===== config.mk =====
export PLATFORM = sky130hd
export DESIGN_NAME = imem_loader_flat
export DESIGN_NICKNAME = d
export VERILOG_FILES = /design/src/rtl/imem_loader_pkg.sv /design/src/rtl/imem_loader_if.sv /design/src/rtl/word_assembler.sv /design/src/rtl/imem_loader.sv /design/src/flat_wrapper.sv
export SDC_FILE = /design/constraint.sdc
export NUM_CORES = 1
export LEC_CHECK = 0
export BUFFER_PORTS_ARGS = -buffer_cell sky130_fd_sc_hd__buf_2
export CAP_MARGIN = 20
export CORE_UTILIZATION = 40
export CTS_CLUSTER_SIZE = 40
export DETAILED_ROUTE_END_ITERATION = 12
export HOLD_SLACK_MARGIN = 0.02
export PLACE_DENSITY_LB_ADDON = 0.05
export REMOVE_ABC_BUFFERS = 1
export SYNTH_ARGS = -nofsm -noshare
export SYNTH_HDL_FRONTEND = slang
export SYNTH_SLANG_ARGS = --single-unit

===== constraint.sdc =====
create_clock -name clk -period 5.58 [get_ports clk]
set_clock_uncertainty 0.2 [all_clocks]
set_input_delay 1.674 -clock clk [delete_from_list [all_inputs] [get_ports clk]]
set_output_delay 1.674 -clock clk [all_outputs]
set_load 0.02 [all_outputs]

===== src/rtl/imem_loader_pkg.sv =====
// Shared types and constants for the boot-time instruction-memory loader.
// Optional checksum byte is enabled by defining IMEM_LOADER_CSUM_EN.
package imem_loader_pkg;

    // ST_FLUSH holds off RUN for the final write when no checksum byte follows the data.
    typedef logic [2:0] loader_state_t;

    localparam loader_state_t ST_IDLE   = 3'd0;
    localparam loader_state_t ST_LEN_HI = 3'd1;
    localparam loader_state_t ST_LEN_LO = 3'd2;
    localparam loader_state_t ST_DATA   = 3'd3;
    localparam loader_state_t ST_CSUM   = 3'd4;
    localparam loader_state_t ST_FLUSH  = 3'd5;
    localparam loader_state_t ST_RUN    = 3'd6;
    localparam loader_state_t ST_ERROR  = 3'd7;

    localparam int unsigned LEN_BYTES  = 2;
    localparam int unsigned WORD_BYTES = 4;
    localparam int unsigned CSUM_W     = 8;

    function automatic logic is_rx_state(input loader_state_t s);
        return (s == ST_LEN_HI) || (s == ST_LEN_LO) || (s == ST_DATA) || (s == ST_CSUM);
    endfunction

    function automatic logic is_busy_state(input loader_state_t s);
        return is_rx_state(s) || (s == ST_FLUSH);
    endfunction

endpackage


===== src/rtl/imem_loader_if.sv =====
// Host byte stream and instruction-memory write port of the loader.
// master: the loader; slave: host and instruction memory.
interface imem_loader_if #(
    parameter int unsigned IMEM_AW = 8
);
    logic               rx_valid;
    logic [7:0]         rx_data;
    logic               rx_ready;
    logic               imem_we;
    logic [IMEM_AW-1:0] imem_addr;
    logic [31:0]        imem_wd;

    modport master (
        input  rx_valid,
        input  rx_data,
        output rx_ready,
        output imem_we,
        output imem_addr,
        output imem_wd
    );

    modport slave (
        output rx_valid,
        output rx_data,
        input  rx_ready,
        input  imem_we,
        input  imem_addr,
        input  imem_wd
    );
endinterface


===== src/rtl/word_assembler.sv =====
// Packs big-endian bytes into 32-bit words and keeps a running XOR checksum.
// word_valid is a one-cycle pulse in the cycle after the 4th byte is taken.
module word_assembler
    import imem_loader_pkg::*;
(
    input  logic              clk,
    input  logic              reset_n,
    input  logic              clear,
    input  logic              byte_en,
    input  logic [7:0]        byte_in,
    output logic [31:0]       word_out,
    output logic              word_valid,
    output logic [CSUM_W-1:0] csum
);

    localparam int unsigned SHIFT_W = 8 * (WORD_BYTES - 1);

    logic [1:0]         cnt_q;
    logic [SHIFT_W-1:0] shift_q;
    logic [31:0]        word_q;
    logic               valid_q;
    logic [CSUM_W-1:0]  csum_q;

    always_ff @(posedge clk or negedge reset_n) begin
        if (!reset_n) begin
            cnt_q   <= 2'd0;
            shift_q <= '0;
            word_q  <= 32'd0;
            valid_q <= 1'b0;
            csum_q  <= '0;
        end else begin
            valid_q <= 1'b0;
            if (clear) begin
                cnt_q   <= 2'd0;
                shift_q <= '0;
                csum_q  <= '0;
            end else if (byte_en) begin
                cnt_q  <= cnt_q + 2'd1;
                csum_q <= csum_q ^ byte_in;
                if (cnt_q == 2'(WORD_BYTES - 1)) begin
                    word_q  <= {shift_q, byte_in};
                    valid_q <= 1'b1;
                end else begin
                    shift_q <= {shift_q[SHIFT_W-9:0], byte_in};
                end
            end
        end
    end

    assign word_out   = word_q;
    assign word_valid = valid_q;
    assign csum       = csum_q;

endmodule


===== src/rtl/imem_loader.sv =====
// Boot loader: receives a length-framed byte stream, writes instruction memory and
// keeps the core frozen until the image is resident. Checksum byte: IMEM_LOADER_CSUM_EN.
module imem_loader
    import imem_loader_pkg::*;
#(
    parameter int unsigned IMEM_AW = 8
) (
    input  logic          clk,
    input  logic          reset_n,
    input  logic          start,
    imem_loader_if.master bus,
    output logic          enable,
    output logic          cpu_reset,
    output logic          busy,
    output logic          done,
    output logic          err
);

    localparam logic [16:0] MAX_WORDS = 17'(2 ** IMEM_AW);

    loader_state_t      state_q, state_d;
    logic [7:0]         len_hi_q, len_hi_d;
    logic [17:0]        bytes_left_q, bytes_left_d;
    logic [IMEM_AW-1:0] addr_q, addr_d;

    logic rx_ready_q, busy_q, enable_q, cpu_reset_q, done_q, err_q;

    logic              accept;
    logic              clear;
    logic              byte_en;
    logic [15:0]       len;
    logic [31:0]       word_out;
    logic              word_valid;
    logic [CSUM_W-1:0] csum;

    assign accept  = bus.rx_valid & rx_ready_q;
    assign byte_en = accept & (state_q == ST_DATA);
    assign len     = {len_hi_q, bus.rx_data};

    word_assembler u_word_assembler (
        .clk        (clk),
        .reset_n    (reset_n),
        .clear      (clear),
        .byte_en    (byte_en),
        .byte_in    (bus.rx_data),
        .word_out   (word_out),
        .word_valid (word_valid),
        .csum       (csum)
    );

    always_comb begin
        state_d      = state_q;
        len_hi_d     = len_hi_q;
        bytes_left_d = bytes_left_q;
        addr_d       = addr_q;
        clear        = 1'b0;

        if (word_valid) begin
            addr_d = addr_q + 1'b1;
        end

        case (state_q)
            ST_IDLE, ST_RUN, ST_ERROR: begin
                if (start) begin
                    state_d = ST_LEN_HI;
                    addr_d  = '0;
                    clear   = 1'b1;
                end
            end
            ST_LEN_HI: begin
                if (accept) begin
                    len_hi_d = bus.rx_data;
                    state_d  = ST_LEN_LO;
                end
            end
            ST_LEN_LO: begin
                if (accept) begin
                    bytes_left_d = {len, 2'b00};
                    if ({1'b0, len} > MAX_WORDS) begin
                        state_d = ST_ERROR;
                    end else if (len == 16'd0) begin
`ifdef IMEM_LOADER_CSUM_EN
                        state_d = ST_CSUM;
`else
                        state_d = ST_RUN;
`endif
                    end else begin
                        state_d = ST_DATA;
                    end
                end
            end
            ST_DATA: begin
                if (accept) begin
                    bytes_left_d = bytes_left_q - 18'd1;
                    if (bytes_left_q == 18'd1) begin
`ifdef IMEM_LOADER_CSUM_EN
                        state_d = ST_CSUM;
`else
                        state_d = ST_FLUSH;
`endif
                    end
                end
            end
`ifdef IMEM_LOADER_CSUM_EN
            ST_CSUM: begin
                // Earliest checksum accept is the edge that retires the last write.
                if (accept) begin
                    state_d = (bus.rx_data == csum) ? ST_RUN : ST_ERROR;
                end
            end
`else
            ST_FLUSH: begin
                state_d = ST_RUN;
            end
`endif
            default: begin
                state_d = ST_IDLE;
            end
        endcase
    end

    always_ff @(posedge clk or negedge reset_n) begin
        if (!reset_n) begin
            state_q      <= ST_IDLE;
            len_hi_q     <= 8'd0;
            bytes_left_q <= 18'd0;
            addr_q       <= '0;
            rx_ready_q   <= 1'b0;
            busy_q       <= 1'b0;
            enable_q     <= 1'b0;
            cpu_reset_q  <= 1'b1;
            done_q       <= 1'b0;
            err_q        <= 1'b0;
        end else begin
            state_q      <= state_d;
            len_hi_q     <= len_hi_d;
            bytes_left_q <= bytes_left_d;
            addr_q       <= addr_d;
            rx_ready_q   <= is_rx_state(state_d);
            busy_q       <= is_busy_state(state_d);
            enable_q     <= (state_d == ST_RUN);
            cpu_reset_q  <= (state_d != ST_RUN);
            done_q       <= (state_d == ST_RUN);
            err_q        <= (state_d == ST_ERROR);
        end
    end

    assign bus.rx_ready  = rx_ready_q;
    assign bus.imem_we   = word_valid;
    assign bus.imem_addr = addr_q;
    assign bus.imem_wd   = word_out;
    assign enable        = enable_q;
    assign cpu_reset     = cpu_reset_q;
    assign busy          = busy_q;
    assign done          = done_q;
    assign err           = err_q;

endmodule

===== src/flat_wrapper.sv =====
// flat-port wrapper written by rule: the top's interface ports become plain ports
module imem_loader_flat import imem_loader_pkg::*;
#(
    parameter int unsigned IMEM_AW = 8
)
  (clk, reset_n, start, enable, cpu_reset, busy, done, err, bus_rx_valid, bus_rx_data, bus_rx_ready, bus_imem_we, bus_imem_addr, bus_imem_wd);
  imem_loader_if #(.IMEM_AW(IMEM_AW)) bus_i ();
  input  logic clk;
  input  logic reset_n;
  input  logic start;
  output logic enable;
  output logic cpu_reset;
  output logic busy;
  output logic done;
  output logic err;
  input wire logic [$bits(bus_i.rx_valid)-1:0] bus_rx_valid;
  input wire logic [$bits(bus_i.rx_data)-1:0] bus_rx_data;
  output wire logic [$bits(bus_i.rx_ready)-1:0] bus_rx_ready;
  output wire logic [$bits(bus_i.imem_we)-1:0] bus_imem_we;
  output wire logic [$bits(bus_i.imem_addr)-1:0] bus_imem_addr;
  output wire logic [$bits(bus_i.imem_wd)-1:0] bus_imem_wd;
  assign bus_i.rx_valid = bus_rx_valid;
  assign bus_i.rx_data = bus_rx_data;
  assign bus_rx_ready = bus_i.rx_ready;
  assign bus_imem_we = bus_i.imem_we;
  assign bus_imem_addr = bus_i.imem_addr;
  assign bus_imem_wd = bus_i.imem_wd;
  imem_loader #(.IMEM_AW(IMEM_AW)) u_core (.clk(clk), .reset_n(reset_n), .start(start), .bus(bus_i), .enable(enable), .cpu_reset(cpu_reset), .busy(busy), .done(done), .err(err));
endmodule

* After elaboration in Yosys (flattened, before gate mapping) *
Cells that the tools add are included.
W data, S select, Z words.

storage, ports and cells
  register bits = 101
  bits of input ports = 12
  output and inout port bits = 47
  logic and storage cells = 76

cells by class
  $add $sub $neg = 3
  magnitude comparators = 1
  equality and inequality tests = 19
  multiplexer cells = 24
  bitwise operators = 3
  reduce and logical (&&, ||, !) cells = 13

operators with widths
  cell                     number
  $mux W24                 3
  $mux W18                 2
  $pmux W18 S2             1
  $mux W8                  3
  $eq A3 B3 Y1 const B     7
  $mux W3                  7
  $eq A18 B1 Y1 const B    1
  $sub A18 B1 Y18 const B  1
  $gt A16 B9 Y1 const B    1
  $logic_not A16 Y1        1
  $pmux W3 S5              1
  $eq A3 B2 Y1 const B     4
  $add A8 B1 Y8 const B    1
  $eq A3 B1 Y1 const B     2
  $ne A2 B1 Y1 const B     3
  $reduce_and A3 Y1        2
  $mux W1                  5
  $logic_or A1 B1 Y1       4
  $mux W2                  2
  $reduce_and A2 Y1        2
  $reduce_bool A2 Y1       2
  $logic_not A3 Y1         1
  $ne A3 B3 Y1 const B     1
  $reduce_or A3 Y1         1
  other kinds (4)          5

* Longest topological paths before layout *
  word-level depth = 10
  gate-level depth with buffers = 7
  mapped depth without buffers = 7

* Modules after synthesis *
Synthesis repeated with hierarchy kept, for this count alone.

second synthesis, totals
  cells, all modules = 459
  area total of the unflattened synthesis = 5069.9 um^2

by module, submodules not included
  module          instances  cells an instance  area each (um^2)  sequential area each (um^2)
  word_assembler  1          218                2741.4            1676.6
  imem_loader     1          241                2328.5            1052.3

* Least setup slack after synthesis *
No wires, ideal clock.

  path type = input-to-reg
  start point = input bus_rx_data[1]
  end point = register u_core.busy_q, in the netlist u_core.busy
  setup time = 0.159 ns
  arrival time = 2.864 ns
  required time = 5.221 ns
  setup slack = 2.356 ns
  stages on the path = 5
  path buffers = 0
  path through = nor4_1 > nand2_1 > xor2_1 > o311ai_0 > mux2i_1

on the way
  word-level cells in the longest chain between the ends = 10
  elaborated cells on any way between the ends = 15
  those cells by class = 1 x order compare; 5 x eq/ne; 4 x mux; 5 x reduce/logical

ends and longest elaborated chain
  element                                                                line                   text
  start, declared                                                        flat_wrapper.sv:17     input wire logic [$bits(bus_i.rx_data)-1:0] bus_rx_data;
  parallel branches: the longest is 2 deep, another holds $gt A16 B9 Y1  -
  $mux W3 (*)                                                            imem_loader.sv:79      if ({1'b0, len} > MAX_WORDS) begin
  $mux W3 (*)                                                            imem_loader.sv:77      if (accept) begin
  $pmux W3 S5 (*)                                                        imem_loader.sv:62      case (state_q)
  $eq A3 B1 Y1 or $eq A3 B2 Y1 (tied branches)                           imem_loader_pkg.sv:22  return (s == ST_LEN_HI) || (s == ST_LEN_LO) || (s == ST_DATA) || (s == ST_CSUM);
  $logic_or A1 B1 Y1 (3 in series)                                       imem_loader_pkg.sv:22
  $logic_or A1 B1 Y1 (*)                                                 imem_loader_pkg.sv:26  return is_rx_state(s) || (s == ST_FLUSH);
  end signal, assigned                                                   imem_loader.sv:140     busy_q <= is_busy_state(state_d);
  end, declared                                                          imem_loader.sv:26      logic rx_ready_q, busy_q, enable_q, cpu_reset_q, done_q, err_q;

Every way passes the cells marked *.
A chain may end at the register's enable or synchronous reset.

* Final worst setup path *
  start point = input bus_rx_data[5]
  end point = register u_core.busy_q, in the netlist u_core.busy

Same word-level chain as after synthesis.

==> out/qor.yml <==
status: "finished, final reports clean"
period_share_pct: 61.6
die_h_um: 108
met3_length_um: 489
core-area_um2: 10900
postCtsHoldBufs: 0
cts_root_buf: "clkbuf_8"
overflow: 0
wirelength_um: 10100
grt_pass1_wl_um: 16600
synth_cell_types: 51
antenna_found_initial: 0
cts_setup_buffers: 0
hold_ws_ps: 296
routedWlPerCell_um: 16.1
ys_ff_latch: 101
ant_nets: 0
fin_setup_tns_ps: 0
place_congestion: 0.764
synth_area_um2: 4500
m1WireLength_um: 4780
hold_viol_final: 0
r2r_cells: 3
io_pins: 59
port-buffer-count: 58
r2r-start: "u_core.state_q[0]$_DFF_PN0_"
hold_class: "reg -> reg"
diodes: 0
required_ps: 5600
report.final.slew_viol_count: 0
cts_tree: "yes"
fin_total_pwr_w: 0.00251
synthFlopType: "dfrtp_1"
multi_input_area_um2: 1850
clock_path_buffers: 2
fill_cells: 1061
clk_latency_ps: 360
fmax_mhz: 291
worst_pin_slew_ps: 1020
clock_sinks: 101
firstDrtPassIters: 4
drive_gt1_share_pct: 26.5
vias: 3312
register_area_um2: 2530
power.density_nw_per_um2: 491
route.detailed.drc: 0
min_path_cells: 2
syn_area_per_cell_um2: 10.5
initial_core_util_pct: 41.3
end_kind: "flip-flop"
rsz0062_at_grt: "false"
drt_iter0_drc: 124
arrival_ps: 3450
viasPerCell: 5.29
syn-instance-count: 430
routed.top_layer: "met4"
fin_util_pct: 46.9
finalNetCount: 497
place_worst_setup_slack_ps: 1670
critPathLaunchType: "primary input"
cts.htree.levels: 3
ys_seq_area_share_pct: 56.2
fin_ws_ps: 2140
synth_edf_count: 0
post_cts_resized: 0
fp.dieW_um: 108
gr-usage-all-layers_pct: 18.5
grt_pass1_vias: 3088
min_from: "u_core.u_word_assembler.shift_q[2]$_DFFE_PN0P_"
wl_met2_um: 4730
max-vdd-ir-drop_v: 0.000274
worstHoldEndpoint: "u_core.u_word_assembler.shift_q[10]$_DFFE_PN0P_"
hpwl_um: 6600
r2r_end: "u_core.len_hi_q[2]$_DFFE_PN0P_"
p_leak_nw: 2.46
rrSetupSlack_ps: 2580
ys_warn_count: 0
grt_start_max_net_pins: 72
crit_fanout: 6
path_clk_slew_ps: 110
cts_made_buffers: 9
area_growth_pct: 13.6
max-slew-margin-rel_pct: 31.1
cap_violations: 0
async_flop_share_pct: 100
die-area_um2: 11700
crit_type: "in -> reg"
rows: 38
fin_crit_ps: 3440
setup_violations: 0
==> cell usage in the layout (no fill, tap or decap), types with 3 or more instances in the layout <==
master,n
dfrtp_1,100
nand2_1,69
buf_2,57
mux2_2,40
a21oi_1,38
nor2_1,37
nand3_1,22
o21ai_0,13
clkbuf_8,9
nor3_1,8
buf_4,7
inv_1,6
nand4_1,6
xor2_1,6
nor4_1,5
or3_1,4
ha_1,4
mux2i_1,3
or4_1,3
xnor2_1,3
a2bb2oi_1,3
inv_6,3
==> cell families after synthesis <==
group / synth area share (%)
muxes: 10.7
xor gates and xnor gates: 1.75
buffers and inverters: 2.62
AOI/OAI and AO/OA: 9.63
and+or+nand+nor: 18.0
DFF: 56.2
adders and majority gates: 1.11
==> through the flow <==
step / std cells / cell area, um2
floorplan: 406 / 4400
global placement: 610 / 4910
detailed placement: 610 / 4910
CTS: 626 / 5100
global route: 626 / 5100
finish: 626 / 5100
==> how the worst max path moves through the flow <==
stage,startpoint,endpoint,slack (ps),cells past startpoint
after floorplan,bus_rx_valid,u_core.u_word_assembler.word_out[0]$_DFFE_PN0P_,1630,3
after global placement,bus_rx_data[5],u_core.busy$_DFF_PN0_,1640,6
after detailed placement,bus_rx_data[5],u_core.busy$_DFF_PN0_,1670,6
after CTS,bus_rx_data[5],u_core.busy$_DFF_PN0_,2090,6
after global routing,bus_rx_data[5],u_core.busy$_DFF_PN0_,1920,6
final,bus_rx_data[5],u_core.busy$_DFF_PN0_,2140,6
==> state kept, by name, summed over array words and instances, names as in the netlist <==
register and count:
u_core.u_word_assembler.word_out 32, u_core.u_word_assembler.shift_q 24, u_core.bytes_left_q 18, u_core.bus.imem_addr 8, u_core.len_hi_q 8, u_core.state_q 3, u_core.u_word_assembler.cnt_q 2, u_core.bus.rx_ready 1
u_core.busy 1, u_core.cpu_reset 1, u_core.done 1, u_core.err 1, u_core.u_word_assembler.word_valid 1
==> worst max-delay path, cell delays in order <==
cell and delay, ps:
buf_2 130, nor4_1 410, nand2_1 140, xor2_1 170, o311ai_0 790, mux2i_1 150
==> per-layer routing <==
layer,vias to the layer above,GRT usage [%]
met2,81,28.7
met3,9,4.04
li1,1606,-
met1,1616,26.4
met4,0,4.60
met5,-,0
==> where the power goes <==
group | total [W] | switching [W] | internal (W)
Combinational | 0.000848 | 0.000505 | 0.000343
Clock | 0.000451 | 0.000277 | 0.000174
Sequential | 0.00121 | 0.000240 | 0.000967
==> cell usage after synthesis (2+ instances only) <==
cell       number  area (um2)
o22a_1          2        17.5
or4_4           2        22.5
dfrtp_1       100        2500
buf_1           2        7.51
nor3_1          8        40.0
nand3_1        22         110
xor2_1          6        52.6
or4_1           3        22.5
nor2_1         37         139
nand2b_1        2        12.5
o21ai_0        13        65.1
nor4_1          5        31.3
nand3b_1        2        15.0
xnor2_1         3        26.3
a21oi_1        38         190
o22ai_1         2        12.5
nand4b_1        2        17.5
mux2_2         40         450
nand2_1        69         259
clkbuf_1       20        75.1
a2bb2oi_1       3        26.3
or3_1           4        25.0
inv_1           6        22.5
ha_1            4        50.1
mux2i_1         3        30.0
nand4_1         6        37.5
o31ai_1         2        15.0
==> layout make-up <==
type	instances	area share (%)
flip-flops and latches	101	49.5
clock buffers	9	2.43
multi-input cells	299	36.2
clock inverters	7	1.32
well taps	140	3.43
inverters	6	0.441
repair buffers	64	6.62
(Power assumes the default switching activity.)
